[src/rtl/trade_history.sv]
`default_nettype none
// =====================================================================
// Module   : trade_history
// Purpose  : Ring buffer of recent trade prices with windowed statistics
//            (last, trend, floor average, min, max) and a registered
//            random-access read port. Define TRADE_HIST_MINMAX_EN to
//            enable the min/max scan stage.
// Revision : 1.0
// =====================================================================
module trade_history #(
    parameter int DEPTH   = 8,
    parameter int PRICE_W = 8
) (
    input  logic                     clk_50,
    input  logic                     reset,
    input  logic                     trade_valid,
    input  logic [PRICE_W-1:0]       trade_price,
    input  logic                     halt,
    input  logic [$clog2(DEPTH)-1:0] rd_idx,
    output logic [PRICE_W-1:0]       rd_price,
    output logic                     rd_valid,
    output logic [$clog2(DEPTH):0]   count,
    output logic [PRICE_W-1:0]       last_price,
    output logic [1:0]               trend,
    output logic [PRICE_W-1:0]       avg_price,
    output logic [PRICE_W-1:0]       min_price,
    output logic [PRICE_W-1:0]       max_price,
    output logic                     stats_busy
);
    localparam int IDX_W   = $clog2(DEPTH);
    localparam int SUM_W   = PRICE_W + IDX_W;
    localparam int CNT_MAX = (DEPTH > SUM_W) ? DEPTH : SUM_W;
    localparam int CNT_W   = $clog2(CNT_MAX + 1);
    localparam logic [IDX_W:0]   C_DEPTH     = (IDX_W+1)'(DEPTH);
    localparam logic [CNT_W-1:0] C_SCAN_LAST = CNT_W'(DEPTH - 1);
    localparam logic [CNT_W-1:0] C_DIV_LAST  = CNT_W'(SUM_W - 1);

    typedef enum logic [1:0] {
        S_IDLE   = 2'd0,
        S_SCAN   = 2'd1,
        S_DIV    = 2'd2,
        S_COMMIT = 2'd3
    } state_t;

`ifdef TRADE_HIST_MINMAX_EN
    localparam state_t C_START = S_SCAN;
`else
    localparam state_t C_START = S_DIV;
`endif

    logic [PRICE_W-1:0] r_mem [DEPTH];
    logic [IDX_W-1:0]   r_wr_ptr;
    logic [IDX_W:0]     r_count;
    logic [SUM_W-1:0]   r_sum;
    logic [PRICE_W-1:0] r_last;
    logic [1:0]         r_trend;
    logic [PRICE_W-1:0] r_avg;
    logic [PRICE_W-1:0] r_rd_price;
    logic               r_rd_valid;
    state_t             r_state;
    state_t             w_state_next;
    logic [CNT_W-1:0]   r_cnt;
    logic [SUM_W-1:0]   r_quot;
    logic [IDX_W:0]     r_div;
    logic [IDX_W:0]     r_rem;

    logic               w_accept;
    logic               w_full;
    logic [IDX_W-1:0]   w_wr_ptr_next;
    logic [IDX_W:0]     w_count_next;
    logic [SUM_W-1:0]   w_sum_next;
    logic [1:0]         w_trend_next;
    logic [IDX_W-1:0]   w_rd_slot;
    logic [PRICE_W-1:0] w_rd_data;
    logic               w_rd_hit;
    logic [IDX_W+1:0]   w_rem_sh;
    logic [IDX_W+1:0]   w_rem_trial;
    logic               w_ge;

    assign w_accept      = trade_valid & ~halt;
    assign w_full        = (r_count == C_DEPTH);
    assign w_wr_ptr_next = w_accept ? r_wr_ptr + IDX_W'(1) : r_wr_ptr;
    assign w_count_next  = (w_accept && !w_full) ? r_count + (IDX_W+1)'(1) : r_count;
    // Modular arithmetic: the intermediate may wrap, the final window sum never does.
    assign w_sum_next    = r_sum + SUM_W'(trade_price)
                         - (w_full ? SUM_W'(r_mem[r_wr_ptr]) : SUM_W'(0));

    always_comb begin
        w_trend_next = 2'b00;
        if (r_count != '0) begin
            if (trade_price > r_last)      w_trend_next = 2'b01;
            else if (trade_price < r_last) w_trend_next = 2'b10;
        end
    end

    // Reads see the post-accept ordering, so a same-cycle write is forwarded.
    assign w_rd_slot = w_wr_ptr_next - IDX_W'(1) - rd_idx;
    assign w_rd_hit  = ({1'b0, rd_idx} < w_count_next);
    assign w_rd_data = (w_accept && (w_rd_slot == r_wr_ptr)) ? trade_price : r_mem[w_rd_slot];

    // Restoring divider step; the trial's sign bit is the borrow.
    assign w_rem_sh    = {r_rem, r_quot[SUM_W-1]};
    assign w_rem_trial = w_rem_sh - {1'b0, r_div};
    assign w_ge        = ~w_rem_trial[IDX_W+1];

    always_comb begin
        w_state_next = r_state;
        case (r_state)
            S_IDLE:   w_state_next = S_IDLE;
            S_SCAN:   if (r_cnt == C_SCAN_LAST) w_state_next = S_DIV;
            S_DIV:    if (r_cnt == C_DIV_LAST)  w_state_next = S_COMMIT;
            S_COMMIT: w_state_next = S_IDLE;
            default:  w_state_next = S_IDLE;
        endcase
        if (w_accept) w_state_next = C_START;
    end

    always_ff @(posedge clk_50) begin
        if (reset) r_state <= S_IDLE;
        else       r_state <= w_state_next;
    end

    always_ff @(posedge clk_50) begin
        if (reset) begin
            for (int i = 0; i < DEPTH; i++) r_mem[i] <= '0;
            r_wr_ptr   <= '0;
            r_count    <= '0;
            r_sum      <= '0;
            r_last     <= '0;
            r_trend    <= '0;
            r_rd_price <= '0;
            r_rd_valid <= 1'b0;
        end else begin
            if (w_accept) begin
                r_mem[r_wr_ptr] <= trade_price;
                r_wr_ptr        <= w_wr_ptr_next;
                r_count         <= w_count_next;
                r_sum           <= w_sum_next;
                r_last          <= trade_price;
                r_trend         <= w_trend_next;
            end
            r_rd_valid <= w_rd_hit;
            r_rd_price <= w_rd_hit ? w_rd_data : '0;
        end
    end

    always_ff @(posedge clk_50) begin
        if (reset) begin
            r_cnt  <= '0;
            r_quot <= '0;
            r_div  <= '0;
            r_rem  <= '0;
            r_avg  <= '0;
        end else begin
            if (w_accept)
                r_cnt <= '0;
            else if (r_state == S_SCAN && r_cnt == C_SCAN_LAST)
                r_cnt <= '0;
            else if (r_state == S_SCAN || r_state == S_DIV)
                r_cnt <= r_cnt + CNT_W'(1);

            if (w_accept) begin
                r_quot <= w_sum_next;
                r_div  <= w_count_next;
                r_rem  <= '0;
            end else if (r_state == S_DIV) begin
                r_quot <= {r_quot[SUM_W-2:0], w_ge};
                r_rem  <= w_ge ? w_rem_trial[IDX_W:0] : w_rem_sh[IDX_W:0];
            end

            if (r_state == S_COMMIT && !w_accept)
                r_avg <= r_quot[PRICE_W-1:0];
        end
    end

`ifdef TRADE_HIST_MINMAX_EN
    logic [PRICE_W-1:0] r_smin;
    logic [PRICE_W-1:0] r_smax;
    logic [PRICE_W-1:0] r_min;
    logic [PRICE_W-1:0] r_max;
    logic [IDX_W-1:0]   w_scan_age;
    logic [IDX_W-1:0]   w_scan_slot;
    logic [PRICE_W-1:0] w_scan_val;
    logic               w_scan_live;

    // The scan walks by age, so liveness is simply age < count.
    assign w_scan_age  = r_cnt[IDX_W-1:0];
    assign w_scan_slot = r_wr_ptr - IDX_W'(1) - w_scan_age;
    assign w_scan_val  = r_mem[w_scan_slot];
    assign w_scan_live = ({1'b0, w_scan_age} < r_count);

    always_ff @(posedge clk_50) begin
        if (reset) begin
            r_smin <= '0;
            r_smax <= '0;
            r_min  <= '0;
            r_max  <= '0;
        end else begin
            if (w_accept) begin
                r_smin <= '1;
                r_smax <= '0;
            end else if (r_state == S_SCAN && w_scan_live) begin
                if (w_scan_val < r_smin) r_smin <= w_scan_val;
                if (w_scan_val > r_smax) r_smax <= w_scan_val;
            end
            if (r_state == S_COMMIT && !w_accept) begin
                r_min <= r_smin;
                r_max <= r_smax;
            end
        end
    end

    assign min_price = r_min;
    assign max_price = r_max;
`else
    assign min_price = '0;
    assign max_price = '0;
`endif

    assign rd_price   = r_rd_price;
    assign rd_valid   = r_rd_valid;
    assign count      = r_count;
    assign last_price = r_last;
    assign trend      = r_trend;
    assign avg_price  = r_avg;
    assign stats_busy = (r_state != S_IDLE);

endmodule
`default_nettype wire

[config.mk]
export PLATFORM = sky130hd
export DESIGN_NAME = trade_history
export DESIGN_NICKNAME = d
export VERILOG_FILES = /design/src/rtl/trade_history.sv
export SDC_FILE = /design/constraint.sdc
export NUM_CORES = 1
export LEC_CHECK = 0
export BUFFER_PORTS_ARGS = -buffer_cell sky130_fd_sc_hd__buf_2
export CORE_MARGIN = 1.5
export CORE_UTILIZATION = 55
export DETAILED_ROUTE_END_ITERATION = 6
export PLACE_DENSITY = 0.79
export SETUP_SLACK_MARGIN = 0.5
export SLEW_MARGIN = 0
export SYNTH_ARGS = -nofsm -noshare
export SYNTH_HDL_FRONTEND = slang
export SYNTH_SLANG_ARGS = --single-unit
[constraint.sdc]
create_clock -name clk_50 -period 4.5 [get_ports clk_50]
set_input_delay 0.45 -clock clk_50 [delete_from_list [all_inputs] [get_ports clk_50]]
set_output_delay 0.45 -clock clk_50 [all_outputs]
set_load 0.01 [all_outputs]
### Yosys cells after proc, flatten, opt, wreduce, memory -nomap -nowiden

Memory sizes are Yosys's and may differ from the RTL's. A register that Yosys moved wholly into a read port is not among the register bits.
Index checks and enable logic that the tools add are counted.
Widths: inputs -> output; s select.

| word-level totals | value |
|---|---|
| register bits after elaboration | 58 |
| memory bits (writable) | 64 |
| input port bits | 15 |
| output and inout bits | 48 |
| logic and storage cells | 78 |
| memories kept | 1 |

Memory list:

| name | depth | bits a word | read ports | clocked after Yosys merged registers in | wr ports | line | text |
|---|---|---|---|---|---|---|---|
| r_mem | 8 | 8 | 2 | 2 | 8 | 51 | `logic [PRICE_W-1:0] r_mem [DEPTH];` |

| operators by class | value |
|---|---|
| add/subtract/negate cells | 8 |
| order comparisons | 3 |
| equality and inequality tests | 10 |
| multiplexer cells | 23 |
| bitwise gates (word level) | 4 |
| reductions and logical operators | 17 |

Operators by type and width:

| kind | count |
|---|---|
| $mux 11 | 2 |
| $mux 8 | 2 |
| $mux 2 | 6 |
| $mux 3 | 4 |
| $add 11x8->11 | 1 |
| $sub 11x8->11 | 1 |
| $add 4x1->4 const B | 2 |
| $eq 4x4->1 const B | 2 |
| $gt 8x8->1 | 1 |
| $lt 8x8->1 | 1 |
| $mux 4 | 2 |
| $reduce_or 8->1 | 1 |
| $mux 1 | 6 |
| $ne 3x3->1 const B | 2 |
| $pmux 2 s3 | 1 |
| $reduce_or 2->1 | 3 |
| $sub 5x4->5 | 1 |
| $eq 2x2->1 const B | 2 |
| $eq 4x3->1 const B | 1 |
| $lt 3x4->1 | 1 |
| $ne 2x2->1 const B | 2 |
| $reduce_and 2->1 | 2 |
| $reduce_bool 2->1 | 2 |
| $reduce_bool 4->1 | 1 |
| other kinds (11) | 16 |

### Longest topological paths before layout

Gate-level depths: netlist of the first run.

| logic depth | value |
|---|---|
| depth in word-level cells | 7 |
| gate-level depth with buffers | 15 |
| mapped depth without buffers | 14 |

### Least setup slack after synthesis of the first run

Ideal clock, no wire load.

| path | value |
|---|---|
| path type | register to register |
| start point | reg (tool-made name) |
| end point | reg r_sum[10] |
| setup time | 128 ps |
| arrival time | 3862 ps |
| required time | 4372 ps |
| path slack | 511 ps |
| stages on the path, launching flop included | 15 |
| path buffers | 2 |
| period minus slack after synthesis | 3989 ps |
| cell sequence | dfxtp_1 -> clkbuf_1 -> buf_2 -> mux4_2 -> mux2i_1 -> nor2_1 -> fa_1 -> inv_1 -> fa_1 -> a21o_1 -> a221oi_1 -> o211ai_1 -> o21ai_0 -> xor2_1 -> nor2_1 |

RTL lines:

| what | line | text |
|---|---|---|
| end signal, assigned | 138 | `r_sum <= w_sum_next;` |
| end, declared | 54 | `logic [SUM_W-1:0] r_sum;` |

==> metrics.md, run 1 <==
| Metric | Value |
|---|---|
| Post-route cell area | `8600 µm²` |
| RSZ-0062 raised after global routing | `no` |
| Htree depth | `4` |
| Drt via density | `6.14` |
| Post_cts resized | `2` |
| Setup TNS Final | `0 ns` |
| Leading area contributor after synthesis | `edfxtp_1` |
| Vias in the first global route | `5586` |
| CP Cell Sequence | `buf_4 -> mux4_2 -> mux2i_1 -> nor2_1 -> fa_1 -> inv_1 -> fa_1 -> a21o_1 -> a221oi_4 -> o21ai_0 -> xor2_1 -> nor2_1 -> a211oi_1` |
| CTS buffer count | `17` |
| Die area | `14400 µm²` |
| Critical path class | `reg -> reg` |
| Placed Instances | `895` |
| Xor/xnor share of the synthesized area | `3.87%` |
| Total GRT Usage | `27.0%` |
| Fillcell total | `979` |
| Worst-path clk slew | `0.06 ns` |
| Clock Skew | `0.0102 ns` |
| Fmax | `262 MHz` |
| Final RePlAce weighted congestion | `0.867` |
| # port buffers | `46` |
| First-pass GRT wire length | `28900 µm` |
| Ant. Diodes | `0` |
| Area grow syn2layout | `14.0%` |
| Worst vdd ir | `0.277 mV` |
| Final WL | `18700 µm` |
| DPL Wire Length | `12600 µm` |
| Fraction of layout cells with a size suffix above 1 | `18.6%` |
| Clk root buf | `clkbuf_16` |
| Avg WL per Cell | `20.2 µm` |
| Detail Route Antenna Nets | `0` |
| Fin. max-slew vios | `0` |
| Pwr dens | `428 nW/µm²` |
| Row Count | `42` |
| Compound-cell area share of the yosys netlist | `9.70%` |
| Drc violations | `0` |
| Worst hold-check path type | `in -> reg` |
| Yosys top cell area share | `25.5%` |
| Synth Area in Adders | `8.46%` |
| TritonCTS clock tree | `done` |
| CP Data Arrival Time | `4.14 ns` |
| Main combinational cell family by area after synthesis | `simple AND/OR/NAND/NOR gates` |
| Synth Cell Area | `7540 µm²` |
| Post-CTS Repair Setup Buffers | `0` |
| Crit path largest cell delay | `0.55 ns` |
| Area contributors post-synth | `edfxtp_1 25%, dfxtp_1 18%, mux4_2 7.2%` |
| #FFs+latches synth | `133` |
| I/O pins | `63` |
| Final setup viols | `0` |
| Worst path slowest cell | `mux4_2` |
| Part of the cycle the worst path needs | `84.7%` |
| Max-Cap Viols | `0` |
| Dpl cell area | `7910 µm²` |
| Final std cells w/o fill | `927` |
| Initial antenna violation count | `0` |
| Initial core utilization | `56.7%` |
| Vert. Die Dim | `120 µm` |
| Core area | `13300 µm²` |
| Post-synth EDFFs | `64` |
| Clock Path Buffers | `2` |
| Post-synthesis simple-gate area fraction | `14.8%` |
| Num Clock Sinks | `133` |
| Largest net degree at the start of global routing | `51` |
| Status | `completed` |
| Final hold vios | `0` |
| Final net count | `798` |
| Main synth FF type | `dfxtp_1` |
| Via count | `5695` |
| Post-synthesis sequential area ratio | `43.8%` |
| WP data required | `4.83 ns` |
| Syn_area_per_cell | `10.8 µm²` |
| Netlist cell types | `61` |
| Crit path max fanout | `16` |
| Final worst path period need | `3.81 ns` |
| Reg2Reg Setup Slack | `0.69 ns` |
| DR iter-0 viols | `517` |
| Total Power | `3.68 mW` |
| TritonRoute pass-1 iters | `5` |
| Post-CTS Hold Fix Bufs | `0` |
| Synth Warn # | `0` |
| Die width | `120 µm` |
| Clock Latency Late Sink | `0.43 ns` |
| Synth Instances | `698` |
| Worst slew margin | `23.4%` |
| Worst-Margin Slew | `1.14 ns` |
| Worst setup SP type | `flip-flop` |
| Total congestion overflow | `0` |
| Critical Path Sink Type | `flip-flop` |
| Post-synthesis mux area share | `12.8%` |
| Lkg Pwr | `3.39 nW` |
| Ys async rst share | `0%` |
==> cell type report <==
cell class | count | area (µm²) | share of cell area (%)
clock inverter | 11 | 195 | 2.27
tap | 176 | 220 | 2.56
inverter | 57 | 214 | 2.49
timing repair buffer | 63 | 358 | 4.16
multi-input combinational | 466 | 3830 | 44.6
sequential | 133 | 3300 | 38.4
clock buffer | 21 | 472 | 5.49
==> path summary, 6_finish.rpt <==
path	start	endpoint	cells after the start
max	flip-flop	r_quot[8]	13
min	trade_price[1]	last_price[1]	3
max reg2reg	flip-flop	r_quot[8]	13
min reg2reg	r_sum[1]	r_sum[1]	2
==> synth_stat cells, types with 3 or more instances <==
cell type / count
nand3_1: 11
xor2_1: 5
buf_1: 10
a22o_1: 3
and2_1: 18
o21a_1: 3
nor3_1: 24
ha_1: 35
o21ai_0: 17
clkbuf_1: 27
inv_1: 56
xnor2_1: 17
mux2i_1: 16
a21o_1: 12
o31ai_1: 4
buf_4: 16
a31oi_1: 3
mux4_2: 24
edfxtp_1: 64
nor2_1: 40
o22ai_1: 5
buf_2: 4
dfxtp_1: 69
a21oi_1: 43
fa_1: 10
mux2_2: 5
a211oi_1: 7
o211a_1: 4
nor4_1: 25
o221ai_1: 4
nand2_1: 57
mux4_1: 8
nand4_1: 6
nand3b_1: 7
nor4b_2: 3
nand2b_1: 4
==> power by group <==
group | total, mW | internal (mW) | switching, mW
registers | 1.39 | 1.34 | 0.0525
logic | 0.723 | 0.307 | 0.417
clock network | 1.56 | 1.03 | 0.533
==> layout by cell type (no fill, tap or decap), types with 4 or more instances in the layout <==
master     instances
nor4_1            25
xnor2_1           17
bufinv_16          5
nand4_1            6
inv_1             56
o211a_1            4
dfxtp_1           68
nand3b_1           7
o22ai_1            5
nor2_1            40
o21ai_0           17
ha_1              35
mux2_2             5
nor3_1            24
buf_2             46
mux4_1             8
buf_4             17
edfxtp_1          64
and2_1            18
mux4_2            24
nand3_1           11
xor2_1             5
clkbuf_16         18
conb_1            16
a21o_1            12
a211oi_1           7
mux2i_1           16
nand2_1           57
a21oi_1           43
fa_1              10
o221ai_1           4
==> cells by family (layout without fill, tap and decap cells) <==
| group | Yosys count | after routing |
|---|---|---|
| mux | 53 | 53 |
| compound gates | 115 | 115 |
| buf+inv | 114 | 152 |
| xor+xnor | 26 | 26 |
| flops | 133 | 133 |
| fa+ha+maj | 45 | 45 |
| other cells | 1 | 16 |
| simple gates | 211 | 211 |
==> stage by stage <==
stage                     hold WS [ns]  utilization [%]  setup slack (ns)
after global placement           0.439             59.5             0.594
final                            0.339             64.7             0.688
after global routing             0.331             64.7             0.530
after floorplan                  0.436                -             0.511
after CTS                        0.324             64.6             0.602
after detailed placement         0.441             59.5             0.463
==> registers in the layout (all words and copies together) (netlist names), 3 cells and up, named ones only <==
name / count
r_mem: 64
r_quot: 11
r_sum: 11
avg_price: 8
last_price: 8
rd_price: 8
r_cnt: 4
r_div: 4
r_rem: 4
r_wr_ptr: 3
==> worst max-delay path: cells and delay by family (launching register included) <==
family | cells | cell delay [ns]
buffers and inverters | 2 | 0.38
adder cells (fa/ha/maj) | 2 | 0.97
flip-flops | 1 | 0.30
multiplexers | 2 | 0.74
XOR/XNOR | 1 | 0.21
AO/OA/AOI/OAI | 4 | 0.97
AND/OR/NAND/NOR | 2 | 0.14
==> metal layers <==
metal	up-vias	wire length [µm]	GRT usage (%)	part of all wire, %
met5	-	0	0	0
met3	46	1900	8.32	10
met4	0	471	10.9	2.5
met1	2750	7300	33.4	39
met2	310	9070	44.0	48
li1	2589	-	-	-
Power figures use the tool's default switching activity.
==> run 2, diff against run 1 <==
Settings changed: PLACE_DENSITY 0.79 to 0.82.
Clock period 4.5 ns to 3.5 ns, I/O delays scaled along.
==> run 2 against run 1 <==
Via count increased by 2.8%. First-iteration DRC count up 2.1%. Count of clock-buffer cells in the layout fell by 2. Global-route usage is 1.5 points higher. Sequential share of layout area is 1.6 points lower. Worst hold slack got worse by 0.11 ns. Die area stayed put. Clock skew down 0.0031 ns. Sequential power rose by 29%.
==> metrics.md, run 2 (synthesis gave the netlist of run 1 again) <==
| Metric | Value |
|---|---|
| Clock Skew | `0.00713 ns (-0.00312 ns)` |
| Via count | `5854 (+2.8%)` |
| CP Data Arrival Time | `3.72 ns (-0.42 ns)` |
| Fmax | `294 MHz (+12%)` |
| Crit path max fanout | `7 (-9)` |
| Total GRT Usage | `28.5% (+1.5 points)` |
| Vias in the first global route | `6000 (+7.4%)` |
| Worst setup SP type | `flip-flop` |
| Status | `completed` |
| Area of the multi-input gates | `3990 µm² (+4.1%)` |
| Area grow syn2layout | `19.2%` |
| Num Clock Sinks | `133 (unchanged)` |
| Drt via density | `6.14 (-0.12%)` |
| Critical Path Sink Type | `flip-flop` |
| Max-Cap Viols | `0 (unchanged)` |
| Final setup viols | `0 (unchanged)` |
| Clock Path Buffers | `2 (unchanged)` |
| Final std cells w/o fill | `954 (+2.9%)` |
| Total congestion overflow | `0 (unchanged)` |
| Largest regs | `r_mem: 64 flops, r_quot: 11 flops, r_sum: 11 flops` |
| Lkg Pwr | `3.55 nW (+4.8%)` |
| Total Power | `4.78 mW (+30%)` |
| Final worst path period need | `3.41 ns (-0.407 ns)` |
| Final hold vios | `0 (unchanged)` |
| Worst path slowest cell | `mux4_2` |
| Row Count | `42 (unchanged)` |
| Worst Hold Slack | `0.230 ns (-0.109 ns)` |
| CP Buf/Inv Count | `2 (unchanged)` |
| Worst-path clk slew | `0.06 ns (about the same)` |
| Ant. Diodes | `0 (unchanged)` |
| Worst-Margin Slew | `0.967 ns (-0.175 ns)` |
| Pwr dens | `532 nW/µm² (+24%)` |
| Worst slew margin | `35.5% (+12 points)` |
| Worst hold-check path type | `in -> reg` |
| Final RePlAce weighted congestion | `0.904 (+4.2%)` |
| Placed Instances | `905 (+1.1%)` |
| Fin. max-slew vios | `0 (unchanged)` |
| Worst vdd ir | `0.328 mV (+18%)` |
| Detail Route Antenna Nets | `0 (unchanged)` |
| Final net count | `825 (+3.4%)` |
| Final WL | `19500 µm (+3.9%)` |
| Largest register FFs | `64 (unchanged)` |
| Largest net degree at the start of global routing | `38 (-25%)` |
| Core area | `13300 µm² (unchanged)` |
| Part of the cycle the worst path needs | `97.3% (+13 points)` |
| Commonest non-fill, non-tap cell in the layout | `dfxtp_1` |
| Vert. Die Dim | `120 µm (unchanged)` |
| Clock Latency Late Sink | `0.43 ns (about the same)` |
| Initial core utilization | `56.7% (unchanged)` |
| CTS buffer count | `17 (unchanged)` |
| Clk root buf | `clkbuf_16` |
| Critical path class | `reg -> reg` |
| DR iter-0 viols | `528 (+2.1%)` |
| RSZ-0062 raised after global routing | `yes` |
| Crit path largest cell delay | `0.49 ns (-0.06 ns)` |
| Fillcell total | `909 (-7.2%)` |
| I/O pins | `63 (unchanged)` |
| Crit-path leading delay family | `compound AO/OA/AOI/OAI gates` |
| Reg with most FFs | `r_mem` |
| Die area | `14400 µm² (unchanged)` |
| Drc violations | `0 (unchanged)` |
| Fraction of layout cells with a size suffix above 1 | `24.9% (+6.3 points)` |
| CP Cell Sequence | `buf_16 -> mux4_2 -> mux2i_1 -> nor2_1 -> fa_1 -> inv_2 -> fa_2 -> a21o_1 -> a221oi_4 -> o211ai_1 -> o21ai_1 -> xor2_1 -> nor2_1` |
| First-pass GRT wire length | `30900 µm (+7.1%)` |
| WP data required | `3.81 ns (-1.02 ns)` |
| DPL Wire Length | `12800 µm (+1.7%)` |
| Most frequent cells in the layout | `66 x dfxtp_1, 64 x edfxtp_1, 54 x nand2_1, 53 x inv_1, 46 x buf_2` |
| Die width | `120 µm (unchanged)` |
| Htree depth | `4 (unchanged)` |
| Initial antenna violation count | `0 (unchanged)` |
| TritonRoute pass-1 iters | `5 (unchanged)` |
| Avg WL per Cell | `20.4 µm (+0.99%)` |
| Cell with the most instances on the worst path | `nor2_1` |
| TritonCTS clock tree | `done` |
| # port buffers | `46 (unchanged)` |
| Register Area | `3310 µm² (+0.15%)` |
run 2: changes by cell type in the layout (fill, tap and decap cells not counted), moves of 4 or more:
cell / delta
a21oi_1: -6
ha_1: -6
a21oi_2: +6
ha_4: +5
buf_4: +19
buf_12: +4
run 2: path summary, 6_finish.rpt:
check            startpoint             to  slack [ns]  depth (start not counted)
max reg2reg       flip-flop      r_sum[10]        0.09                         13
max               flip-flop      r_sum[10]        0.09                         13
min reg2reg    avg_price[2]   avg_price[2]        0.46                          2
min          trade_price[2]  last_price[2]        0.23                          3
run 2: routing by layer:
layer  share of wire (%)  global-route usage, %  up-vias
met4                 3.1                   12.9        0
met5                   0                      0        -
met2                  48                   44.8      326
li1                    -                      -     2637
met1                  38                   35.4     2833
met3                  11                   9.93       58
run 2: what timing repair did:
action                     in CTS  in global routing
gates resized for setup        17                 17
setup buffers                  10                  6
hold buffers                    0                  0
setup endpoints to repair      18                 24
gates cloned                    1                  0
pin swaps                      23                  8
run 2: through the flow:
stage               cell area (µm²)  worst slack [ns]  util [%]  setup TNS (ns)
finish                         8990            0.0943      67.6               0
global route                   8990            -0.136      67.6          -0.520
CTS                            8870             0.165      66.7               0
detailed placement             8070            0.0100      60.7               0
global placement               8070            0.0681      60.7               0
floorplan                      7690             0.209         -               0
run 2: worst min-delay path, stage by stage:
cell	delay, ns
buf_2	0.14
nand2_1	0.07
a21oi_1	0.05
run 2: area by class of cell:
class                      count  area share (%)
inverter                      57            2.38
timing repair buffer          90            7.14
clock buffer                  19            4.82
sequential                   133            36.8
clock inverter                13            2.00
tap                          176            2.45
multi-input combinational    466            44.4
run 2: power breakdown:
group	internal, mW	switching (mW)
combinational	0.522	0.602
clock	1.19	0.685
sequential	1.72	0.0666
